--- src/rtl/cacheline_burst_adaptor.sv ---
// rtl/cacheline_burst_adaptor.sv - cache line to burst memory bus adaptor
//
// Converts whole-line cache requests into BEATS = LINE_WIDTH/BURST_WIDTH
// memory beats. Beats are always in ascending order, so beat 0 is line bits
// [BURST_WIDTH-1:0]. The memory may leave gaps between beats.
//
// Ports:
//   clk, rst           rising-edge clock, asynchronous active-high reset
//   address_i          line request byte address from the cache
//   read_i, write_i    line read / write request (read wins when both are high)
//   line_i             line write data
//   line_o             assembled read line, held until the next read beat
//   resp_o             one-cycle transaction complete pulse
//   address_o          line-aligned burst address to memory
//   read_o, write_o    burst read / write request
//   burst_o            write beat data, valid for the whole WRITE state
//   burst_i            read beat data
//   resp_i             memory beat handshake, one beat per high cycle
module cacheline_burst_adaptor #(
  parameter int LINE_WIDTH  = 256,
  parameter int BURST_WIDTH = 64,
  parameter int ADDR_WIDTH  = 32
) (
  input  logic                   clk,
  input  logic                   rst,
  input  logic [ADDR_WIDTH-1:0]  address_i,
  input  logic                   read_i,
  input  logic                   write_i,
  input  logic [LINE_WIDTH-1:0]  line_i,
  output logic [LINE_WIDTH-1:0]  line_o,
  output logic                   resp_o,
  output logic [ADDR_WIDTH-1:0]  address_o,
  output logic                   read_o,
  output logic                   write_o,
  output logic [BURST_WIDTH-1:0] burst_o,
  input  logic [BURST_WIDTH-1:0] burst_i,
  input  logic                   resp_i
);

  localparam int BEATS = LINE_WIDTH / BURST_WIDTH;
  localparam int OFS   = $clog2(LINE_WIDTH / 8);
  localparam int CW    = (BEATS > 1) ? $clog2(BEATS) : 1;
  localparam logic [CW-1:0] LAST = CW'(BEATS - 1);

  generate
    if ((BEATS < 2) || ((BEATS & (BEATS - 1)) != 0) ||
        (BEATS * BURST_WIDTH != LINE_WIDTH)) begin : g_param_check
      $error("cacheline_burst_adaptor: LINE_WIDTH/BURST_WIDTH must be a power of two >= 2");
    end
  endgenerate

  typedef enum logic [1:0] {IDLE, READ, WRITE, DONE} state_t;

  state_t                state;
  logic [CW-1:0]         cnt;
  // Write data lives in its own buffer so a write never disturbs line_o.
  logic [LINE_WIDTH-1:0] wr_buf;
  logic [ADDR_WIDTH-1:0] aligned_addr;

  assign aligned_addr = {address_i[ADDR_WIDTH-1:OFS], {OFS{1'b0}}};

  // Decoded from registers only; zero outside WRITE so reset/idle drive 0.
  assign burst_o = (state == WRITE) ? wr_buf[cnt*BURST_WIDTH +: BURST_WIDTH]
                                    : '0;

  always_ff @(posedge clk or posedge rst) begin
    if (rst) begin
      state     <= IDLE;
      cnt       <= '0;
      wr_buf    <= '0;
      line_o    <= '0;
      address_o <= '0;
      read_o    <= 1'b0;
      write_o   <= 1'b0;
      resp_o    <= 1'b0;
    end else begin
      resp_o <= 1'b0;
      case (state)
        IDLE: begin
          if (read_i) begin
            address_o <= aligned_addr;
            read_o    <= 1'b1;
            state     <= READ;
          end else if (write_i) begin
            address_o <= aligned_addr;
            wr_buf    <= line_i;
            write_o   <= 1'b1;
            state     <= WRITE;
          end
        end
        READ: begin
          if (resp_i) begin
            line_o[cnt*BURST_WIDTH +: BURST_WIDTH] <= burst_i;
            // Stop at the last beat instead of letting cnt wrap.
            if (cnt == LAST) begin
              read_o <= 1'b0;
              resp_o <= 1'b1;
              state  <= DONE;
            end else begin
              cnt <= cnt + CW'(1);
            end
          end
        end
        WRITE: begin
          if (resp_i) begin
            if (cnt == LAST) begin
              write_o <= 1'b0;
              resp_o  <= 1'b1;
              state   <= DONE;
            end else begin
              cnt <= cnt + CW'(1);
            end
          end
        end
        DONE: begin
          cnt   <= '0;
          state <= IDLE;
        end
        default: state <= IDLE;
      endcase
    end
  end

endmodule
--- config.mk ---
export PLATFORM = sky130hd
export DESIGN_NAME = cacheline_burst_adaptor
export DESIGN_NICKNAME = d
export VERILOG_FILES = /design/src/rtl/cacheline_burst_adaptor.sv
export SDC_FILE = /design/constraint.sdc
export NUM_CORES = 1
export LEC_CHECK = 0
export ABC_AREA = 1
export CORE_AREA = 2 2 278 280
export DETAILED_ROUTE_END_ITERATION = 10
export DIE_AREA = 0 0 280 282
export PLACE_DENSITY = 0.61
export SYNTH_ARGS = -nofsm -noshare
export SYNTH_HDL_FRONTEND = slang
export SYNTH_SLANG_ARGS = --single-unit
--- constraint.sdc ---
create_clock -name clk -period 42.7 [get_ports clk]
set_input_delay 8.54 -clock clk [delete_from_list [all_inputs] [get_ports clk]]
set_output_delay 8.54 -clock clk [all_outputs]
set_load 0.02 [all_outputs]
Word-level counts from Yosys, hierarchy flattened
Cells that the tools add are included.
Widths: inputs -> output; s select.
{"block": "op_classes", "add_sub_neg": 2, "n_eq_ne": 15, "n_shift": 3, "muxes": 22, "bitwise": 1, "reduce_logical": 13}
{"op": "$bwmux 256", "count": 1}
{"op": "$shift 64x34->256 const A", "count": 1}
{"op": "$shiftx 256x9->64", "count": 1}
{"op": "$shiftx 64x34->256", "count": 1}
{"op": "$mux 32", "count": 2}
{"op": "$mux 64", "count": 1}
{"op": "$neg 8->34", "count": 1}
{"op": "$ne 2x2->1 const B", "count": 7}
{"op": "$mux 2", "count": 6}
{"op": "$reduce_and 3->1", "count": 3}
{"op": "$mux 1", "count": 8}
{"op": "$reduce_bool 2->1", "count": 4}
{"op": "$eq 2x2->1 const B", "count": 3}
{"op": "$ne 2x1->1 const B", "count": 3}
{"op": "$pmux 2 s3", "count": 1}
{"op": "$reduce_and 5->1", "count": 1}
{"op": "$pmux 1 s2", "count": 2}
{"op": "$pmux 2 s2", "count": 1}
{"op": "$reduce_and 2->1", "count": 2}
{"op": "$reduce_and 4->1", "count": 1}
{"op": "$ne 3x3->1 const B", "count": 1}
{"op": "$add 2x1->2 const B", "count": 1}
{"op": "$eq 2x1->1 const B", "count": 1}
{"op": "$logic_not 2->1", "count": 1}
{"op": "other kinds (2)", "count": 2}
{"block": "totals", "reg_bits": 551, "input_bits": 357, "out_inout_bits": 355, "wordCells": 64}

Longest topological paths before layout
Gate-level depths: netlist (run 1).
{"block": "logic_depth", "ltp_word": 4, "ltp_mapped": 12}

Least setup slack after synthesis (run 1)
Ideal clock, no wire load.
{"block": "synth_path", "path_kind": "reg2out", "from": "register state[0]", "to": "output port burst_o[13]", "arrival_ns": 1.433, "setup_slack_ns": 32.727, "stages_incl_launch_ff": 7, "path_buffers": 2, "path_cell_list": "dfrtp_1 > inv_1 > ha_1 > inv_1 > clkbuf_1 > clkbuf_1 > a21oi_1"}
{"block": "synth_via", "elab_chain_len": 2}
{"item": "start: declaration", "line": "54", "source": "state_t state;"}
{"item": "start signal: assignment", "line": "68", "source": "state <= IDLE;"}
{"item": "start signal: assignment", "line": "83", "source": "state <= READ;"}
{"item": "start signal: assignment", "line": "88", "source": "state <= WRITE;"}
{"item": "$eq 2x2->1", "line": "63", "source": "assign burst_o = (state == WRITE) ? wr_buf[cnt*BURST_WIDTH +: BURST_WIDTH]"}
{"item": "$mux 64", "line": "63"}
{"item": "end: declaration", "line": "35", "source": "output logic [BURST_WIDTH-1:0] burst_o,"}
No other way between the ends.

Worst setup path in the final report (run 1)
{"block": "layout_path", "from": "register cnt[1]", "to": "output port burst_o[35]"}
{"block": "layout_via", "elab_chain_len": 2}
{"item": "start: declaration", "line": "55", "source": "logic [CW-1:0] cnt;"}
{"item": "start signal: assignment", "line": "100", "source": "cnt <= cnt + CW'(1);"}
{"item": "start signal: assignment", "line": "111", "source": "cnt <= cnt + CW'(1);"}
{"item": "$shiftx 256x9->64", "line": "63"}
{"item": "$mux 64", "line": "63"}
No other way between the ends.

==> run summary, run 1 <==
Outcome -> finished clean
Fin crit period -> 12.40 ns
Power Density -> 69.51 nW/µm²
GRT met3 Usage -> 7.159%
Final Util -> 44.35%
Most instantiated library cell after synthesis -> nand2_1
First-pass GRT wire length -> 129,500 µm
Critical Path Source Type -> flip-flop
Min-delay worst type -> flip-flop to flip-flop
Buffers & Inverters on Critical Path -> 3
Area share of the largest cell type after synthesis -> 56.90%
Post-cts resize count -> 0
TritonCTS Buffers -> 61
Total clock sinks -> 546
Ys async rst share -> 100.0%
IO buf count -> 701
CTS tree -> done
Met2 usage -> 35.29%
Max VDD drop -> 47.94 µV
Cell taking the most area after synthesis -> dfrtp_1
Slowest stage delay, CP -> 0.71 ns
Placed cells -> 4,447
Via count -> 21.60k
Total negative slack -> 0 ns
Die height -> 282 µm
RSZ-0062 raised after global routing -> no
Slew Limit Fails -> 0
Placer congestion estimate -> 0.8460
CTS Root Cell -> clkbuf_16
Most common library cells after synthesis -> nand2_1, dfrtp_1, a21oi_1
Max Cap Viol -> 0
Multi-input combinational cell area -> 8142 µm²
Top Usage Layer GRT -> met2
Setup Skew -> 0.02013 ns
Post-CTS Setup Inserts -> 0
Nets -> 3,900
Worst slew margin -> 25.23%
Io pins -> 712
Via count of the first global-routing pass -> 21.06k
1st-pass router iterations -> 5
Total GRT Usage -> 21.26%
Seq cells post-synth -> 546
Die X -> 280 µm
Yosys cell types -> 22
GRT overflow -> 0
Register area share after synthesis -> 56.90%
Overall power -> 2.333 mW
Yosys warning count -> 0
Post-DP HPWL -> 57,830 µm
Crit-path max FO -> 39
Initial antenna violation count -> 22
Share of cells above drive strength 1 -> 3.858%
Register Area -> 13,670 µm²
Slowest cell on crit path -> clkdlybuf4s50_1
Syn Inst Count -> 2,931
Top_reg_cell synth -> dfrtp_1
Final period utilization -> 29.04%
Initial core utilization -> 31.72%
Hold_buf cts -> 0
Setup WS post-layout -> 30.30 ns
Core ar. -> 75,700 µm²
Synth-to-layout area growth -> 39.80%
Final setup viols -> 0
Syn_area_per_cell -> 8.192 µm²
Max clock buf depth -> 3
Largest net degree at the start of global routing -> 256
Vias per inst -> 4.733
Worst Path Required -> 34.16 ns
Worst skew pair latency -> 0.62 ns
Worst-Margin Slew -> 1.121 ns
CP arrival -> 3.86 ns
Hold slack final -> 0.4747 ns
DR DRC count -> 0
Endpoints failing hold -> 0
WL per Instance -> 18.91 µm
Max Freq -> 80.66 MHz
Crit Path Category -> flip-flop to output port
Critical-path cell list -> clkinv_2 > buf_4 > nand3_1 > a21oi_1 > clkdlybuf4s50_1
1st-iter DRT viols -> 1,438
Place WS -> 30.19 ns
Leak -> 16.26 nW
Critical path's top delay family -> buffers and inverters
Top cells by area, synth -> dfrtp_1, nand2_1, a21oi_1
Post-synthesis cell area -> 24,010 µm²
# fillers -> 7,575
DIE AREA -> 78,960 µm²
ANT nets after route -> 0
Clock transition at path regs -> 0.06 ns
Row Count -> 101
Met1 GRT Util -> 25.93%
H-tree Lvls -> 2
Drt total wl -> 86,310 µm
Post-synth EDFFs -> 0
Placed instance area -> 31,510 µm²
Final Cell Area -> 33,570 µm²
Final non-filler cell total -> 4,563
Crit. End Element -> output port
## final cells by class
type | count | area share [%]
Antenna cell | 8 | 0.05964
Clock buffer | 88 | 5.185
Clock inverter | 20 | 0.8796
Inverter | 326 | 3.694
Multi-Input combinational cell | 1870 | 24.25
Sequential cell | 546 | 40.72
Tap cell | 978 | 3.645
Timing Repair Buffer | 727 | 21.56
## cell families after synthesis
| family | synth area share [%] |
|---|---|
| other cells | 0.01562 |
| flops | 56.90 |
| fa+ha+maj | 0.5732 |
| buf+inv | 9.327 |
| compound gates | 9.484 |
| simple gates | 23.70 |
## path summary, 6_finish.rpt
check,start,to,slack (ns),cells past startpoint
setup / recovery,cnt[1],burst_o[35],30.30,5
hold / removal,line_o[128],line_o[128],0.47,2
setup reg to reg,cnt[1],line_o[7],38.75,9
hold reg to reg,line_o[128],line_o[128],0.47,2
max in group asynchronous,rst,wr_buf[25],31.04,5
min in group asynchronous,rst,line_o[39],8.52,2
## flip-flops by register name (all words and copies together) (netlist names)
signal,cells
wr_buf,256
cnt,2
resp_o,1
address_o,27
read_o,1
line_o,256
state,2
write_o,1
## layout by cell type (no fill, tap or decap), drive strengths merged
| master | count |
|---|---|
| diode | 8 |
| nand2 | 789 |
| clkinv | 13 |
| ha | 11 |
| clkdlybuf4s50 | 701 |
| bufinv | 7 |
| o21ai | 133 |
| conb | 5 |
| clkinvlp | 1 |
| nor2 | 319 |
| a21oi | 322 |
| buf | 26 |
| nor3 | 1 |
| nand3 | 290 |
| clkbuf | 88 |
| dfrtp | 546 |
| inv | 325 |
## metal layers
| metal | wire length [µm] | part of all wire (%) |
|---|---|---|
| met3 | 8094 | 9.4 |
| met2 | 41050 | 48 |
| met5 | 177 | 0.21 |
| met1 | 34470 | 40 |
| met4 | 2508 | 2.9 |
## tightest hold or removal path, cell delays in order, from the launching register on
cell and delay, ns:
dfrtp_1 0.34, nand2_1 0.05, nand2_1 0.05
## report_power, final
part / internal, mW / switching (mW)
sequential: 0.708 / 0.0789
combinational: 0.374 / 0.628
clock: 0.323 / 0.221
Note: power is estimated with default switching activity, not from simulation.
==> inputs of run 2 (changes only) <==
- CORE_AREA: 2 2 278 280 -> 2 2 277 279
- DIE_AREA: 0 0 280 282 -> 0 0 279 281
- PLACE_DENSITY: 0.61 -> 0.64
- clock period: 42.7 -> 11.2 ns (I/O delays scaled with it)
==> run 2 against run 1 <==
  * Highest routed layer unchanged
  * Non-clock buffer count increased by 1
  * Count of clock-buffer cells in the layout down 3
  * Via count is essentially flat
  * Sequential power rose to 3.8 times the previous value
  * Die area shrank 0.71%
  * Hold slack barely moved
  * Clock skew shrank 0.0066 ns
  * First-iteration DRC count up 15%
  * Wire length grew 0.59%
==> run summary, run 2 (synthesis results as in run 1) <==
CTS Root Cell -> clkbuf_16
ANT nets after route -> 0
Initial core utilization -> 31.83%
Register Area -> 13,670 µm²
Die X -> 279 µm
Via count of the first global-routing pass -> 21.09k
Power Internal -> 5.215 mW
H-tree Lvls -> 2
Drt total wl -> 86,820 µm
P_sw -> 3.566 mW
Post-CTS Setup Inserts -> 0
Crit path depth -> 5
Multi-input combinational cell area -> 8142 µm²
Final Cell Area -> 33,420 µm²
Initial antenna violation count -> 31
CP arrival -> 4.06 ns
R2R cell count -> 5
Commonest cells after routing, fill and taps aside -> nand2_1, clkdlybuf4s50_1, dfrtp_1
Total clock sinks -> 546
Fin crit period -> 6.298 ns
Buffers & Inverters on Critical Path -> 3
Critical-path cell list -> clkinv_2 > buf_4 > nand3_1 > a21oi_1 > clkdlybuf4s50_1
Share of cells above drive strength 1 -> 3.887%
1st-iter DRT viols -> 1,656
Total GRT Usage -> 21.71%
Largest net degree at the start of global routing -> 247
Seq pwr share -> 34.3%
IO buf count -> 701
GRT overflow -> 0
Critical Path Source Type -> flip-flop
Terminus of the critical flop-to-flop path -> line_o[83]
Max clock buf depth -> 3
Crit Path Category -> flip-flop to output port
RSZ-0062 raised after global routing -> no
Row Count -> 101
Slowest cell on crit path -> clkdlybuf4s50_1
DIE AREA -> 78,400 µm²
Vias per inst -> 4.737
Nets -> 3,900
Slew Limit Fails -> 0
Endpoints failing hold -> 0
Crit-path max FO -> 35
Gate power share -> 43.6%
R2r setup slk -> 7.43 ns
Power Density -> 262.8 nW/µm²
Max VDD drop -> 155.7 µV
Final Util -> 44.30%
Via count -> 21.62k
Final setup viols -> 0
Post-DP HPWL -> 59,310 µm
Outcome -> finished clean
Regs by FF count -> line_o x256, wr_buf x256, address_o x27
Worst slew margin -> 23.82%
Worst-Margin Slew -> 1.143 ns
Reg2reg start -> cnt[0]
CTS tree -> done
First-pass GRT wire length -> 130,700 µm
Worst Path Required -> 8.96 ns
Min-delay worst type -> flip-flop to flip-flop
Worst skew pair latency -> 0.63 ns
Commonest non-fill, non-tap cell in the layout -> nand2_1
Setup Skew -> 0.01353 ns
Slowest stage delay, CP -> 0.82 ns
Placed instance area -> 31,520 µm²
Clock transition at path regs -> 0.06 ns
Max Cap Viol -> 0
Worst setup startpoint -> cnt[1]
Clock power frac -> 22.1%
Die height -> 281 µm
Io pins -> 712
1st-pass router iterations -> 5
Max Freq -> 158.8 MHz
Post-cts resize count -> 0
Total negative slack -> 0 ns
Leak -> 16.20 nW
CP endpoint -> burst_o[62]
Critical path's top delay family -> buffers and inverters
Synth-to-layout area growth -> 39.17%
Crit. End Element -> output port
TritonCTS Buffers -> 60
Core ar. -> 75,440 µm²
Final period utilization -> 56.23%
Hold_buf cts -> 0
Sw frac -> 40.61%
WL per Instance -> 19.03 µm
Placer congestion estimate -> 0.8514
Overall power -> 8.781 mW
# fillers -> 7,625
DR DRC count -> 0
[run 2: cell count changes in the layout (fill, tap and decap cells not counted), moves of 2 or more]
cell,change
clkbuf_16,-3
bufinv_16,-5
clkbuf_8,+2
clkinv_2,+5
clkbuf_1,-2
[run 2: power by group through the flow]
stage	clock network, mW	logic, mW	registers, mW
floorplan	0	1.91	3.34
global placement	0	3.82	3.02
detailed placement	0	3.86	3.04
CTS	1.98	3.88	3.01
global route	2.06	4.21	3.09
finish	1.94	3.83	3.01
[run 2: final cells by class]
type                       count  share of cell area (%)
inverter                     326                   3.695
multi-input combinational   1870                   24.36
timing repair buffer         728                   21.68
tap                          978                   3.662
sequential                   546                   40.91
clock buffer                  85                   5.043
clock inverter                21                  0.5841
antenna                        9                 0.06739
[run 2: how the worst min path moves through the flow]
stage           startpoint  slack, ns           to  cells past startpoint
3_5_place_dp    line_o[30]       0.46   line_o[30]                      2
5_1_grt        line_o[134]       0.50  line_o[134]                      2
3_3_place_gp    line_o[24]       0.46   line_o[24]                      2
2_1_floorplan    wr_buf[0]       0.48    wr_buf[0]                      2
4_1_cts         line_o[30]       0.48   line_o[30]                      2
6_report        line_o[30]       0.47   line_o[30]                      2
[run 2: routing by layer]
metal	part of all wire (%)	vias to the layer above	wire [µm]	global-route usage [%]
li1	-	10350	-	-
met1	39	10300	33770	25.74
met2	48	739	41540	35.69
met3	9.8	187	8496	8.554
met4	3.2	38	2768	7.775
met5	0.28	-	244	0
[run 2: through the flow]
step                setup WS (ns)  instances  hold WS, ns
global route                4.729       4561       0.4973
detailed placement          5.544       4448       0.4644
floorplan                   1.532       2935       0.4808
global placement            5.572       4448       0.4618
CTS                         4.858       4554       0.4803
finish                      4.902       4563       0.4749
[run 2: worst reg2reg max path, cell delays in order, from the launching register on]
cell and delay, ns:
dfrtp_4 0.61, buf_4 0.69, buf_4 0.81, ha_1 0.38
nand3_4 0.62, o21ai_0 0.53
==> inputs of run 3 (changes only) <==
- CORE_AREA: 2 2 277 279 -> 2 2 279 281
- DIE_AREA: 0 0 279 281 -> 0 0 281 283
- PLACE_DENSITY: 0.64 -> 0.61
- clock period: 11.2 -> 6.14 ns (I/O delays scaled with it)
==> run 3 against run 2 <==
  * Sequential cell count unchanged
  * Total power increased by 83%
  * Cell count increased by 1.6%
  * Register-to-register slack got worse by 5.2 ns
  * Largest power group unchanged
==> run summary, run 3 (synthesis results as in run 1) <==
Critical path's top delay family -> buffers and inverters
Post-cts resize count -> 0
Slowest stage delay, CP -> 0.79 ns
Max Cap Viol -> 0
GRT met3 Usage -> 7.339%
Row Count -> 102
RSZ-0062 raised after global routing -> no
Via count of the first global-routing pass -> 21.09k
Die X -> 281 µm
CP arrival -> 3.58 ns
First-pass GRT wire length -> 128,700 µm
Post-DP HPWL -> 57,680 µm
Io pins -> 712
Max clock buf depth -> 3
CTS Root Cell -> clkbuf_16
IO buf count -> 701
Crit Path Category -> flip-flop to output port
Total clock sinks -> 546
Placer congestion estimate -> 0.8425
Hold_buf cts -> 0
Total GRT Usage -> 20.96%
Drt total wl -> 85,520 µm
Via count -> 21.54k
Crit-path max FO -> 41
Nets -> 3,905
Critical-path cell list -> clkinv_2 > buf_4 > nand3_1 > a21oi_1 > clkdlybuf4s50_1
Slew Limit Fails -> 0
Regs by FF count -> line_o x256, wr_buf x256, address_o x27
CTS tree -> done
Seq pwr share -> 34.1%
Endpoints failing hold -> 0
Worst-Margin Slew -> 1.051 ns
H-tree Lvls -> 2
Gate power share -> 43.1%
Commonest cells after routing, fill and taps aside -> nand2_1, clkdlybuf4s50_1, dfrtp_1
Worst Path Required -> 4.91 ns
Met1 GRT Util -> 25.11%
Worst skew pair latency -> 0.62 ns
Die height -> 283 µm
Clock transition at path regs -> 0.06 ns
Synth-to-layout area growth -> 40.29%
Final Util -> 43.92%
Min-delay worst type -> flip-flop to flip-flop
Critical Path Source Type -> flip-flop
Max VDD drop -> 283.7 µV
Fin crit period -> 4.807 ns
GRT overflow -> 0
Share of cells above drive strength 1 -> 4.016%
1st-pass router iterations -> 5
Hold slack final -> 0.4758 ns
Final non-filler cell total -> 4,636
Commonest non-fill, non-tap cell in the layout -> nand2_1
ANT nets after route -> 0
Slowest cell on crit path -> clkinv_2
Top Usage Layer GRT -> met2
Vias per inst -> 4.646
Outcome -> finished clean
Max Freq -> 208.0 MHz
Buffers & Inverters on Critical Path -> 3
Crit. End Element -> output port
Core ar. -> 76,700 µm²
# fillers -> 7,628
Clock power frac -> 22.7%
Final setup viols -> 0
Sw frac -> 39.84%
DIE AREA -> 79,520 µm²
Largest net degree at the start of global routing -> 147
Post-CTS Setup Inserts -> 0
Worst slew margin -> 29.93%
Setup Skew -> 0.02127 ns
P_sw -> 6.403 mW
TritonCTS Buffers -> 61
Leak -> 16.28 nW
Power Density -> 477.1 nW/µm²
DR DRC count -> 0
1st-iter DRT viols -> 1,471
Initial antenna violation count -> 28
Power Internal -> 9.670 mW
Placed cells -> 4,514
Initial core utilization -> 31.31%
Final period utilization -> 78.29%
WL per Instance -> 18.45 µm
R2r setup slk -> 2.25 ns
Met2 usage -> 34.52%
## run 3: path summary, 6_finish.rpt
path	from	end	cells past startpoint
worst max-delay path	cnt[1]	burst_o[0]	5
worst max register to register	cnt[1]	line_o[85]	6
worst min-delay path	line_o[150]	line_o[150]	2
min in group asynchronous	rst	address_o[27]	2
max in group asynchronous	rst	wr_buf[83]	3
worst min register to register	line_o[150]	line_o[150]	2
## run 3: area by class of cell
cell class | count | area, µm² | share of cell area (%)
antenna | 10 | 25.02 | 0.07428
clock inverter | 11 | 123.9 | 0.3677
timing repair buffer | 732 | 7325 | 21.74
tap | 1040 | 1301 | 3.863
inverter | 326 | 1234 | 3.662
clock buffer | 101 | 1867 | 5.542
multi-input combinational | 1870 | 8142 | 24.17
sequential | 546 | 13670 | 40.58
## run 3: per-layer routing
metal / wire length (µm) / up-vias
met4: 3139 / 38
met1: 33850 / 10190
li1: - / 10380
met5: 249 / -
met2: 40470 / 738
met3: 7816 / 194
## run 3: worst min-delay path: cells and delay by family, from the launching register on
kind | cells | cell delay (ns)
flops | 1 | 0.34
simple gates | 2 | 0.10
## run 3: power groups by stage
| stage | sequential (mW) | combinational, mW | clock (mW) |
|---|---|---|---|
| after global placement | 5.51 | 6.93 | 0 |
| after detailed placement | 5.54 | 6.99 | 0 |
| after floorplan | 6.08 | 3.49 | 0 |
| final | 5.49 | 6.93 | 3.65 |
| after CTS | 5.49 | 7.03 | 3.76 |
| after global routing | 5.62 | 7.61 | 3.90 |
## run 3: per-stage QoR
step	total power [mW]	setup TNS (ns)	setup slack (ns)	instance area, µm²
floorplan	9.571	-1373.68	-2.516	24030
global route	17.13	0	1.083	33680
CTS	16.27	0	1.099	33660
detailed placement	12.54	0	1.803	31670
global placement	12.43	0	1.800	31670
finish	16.07	0	1.333	33690
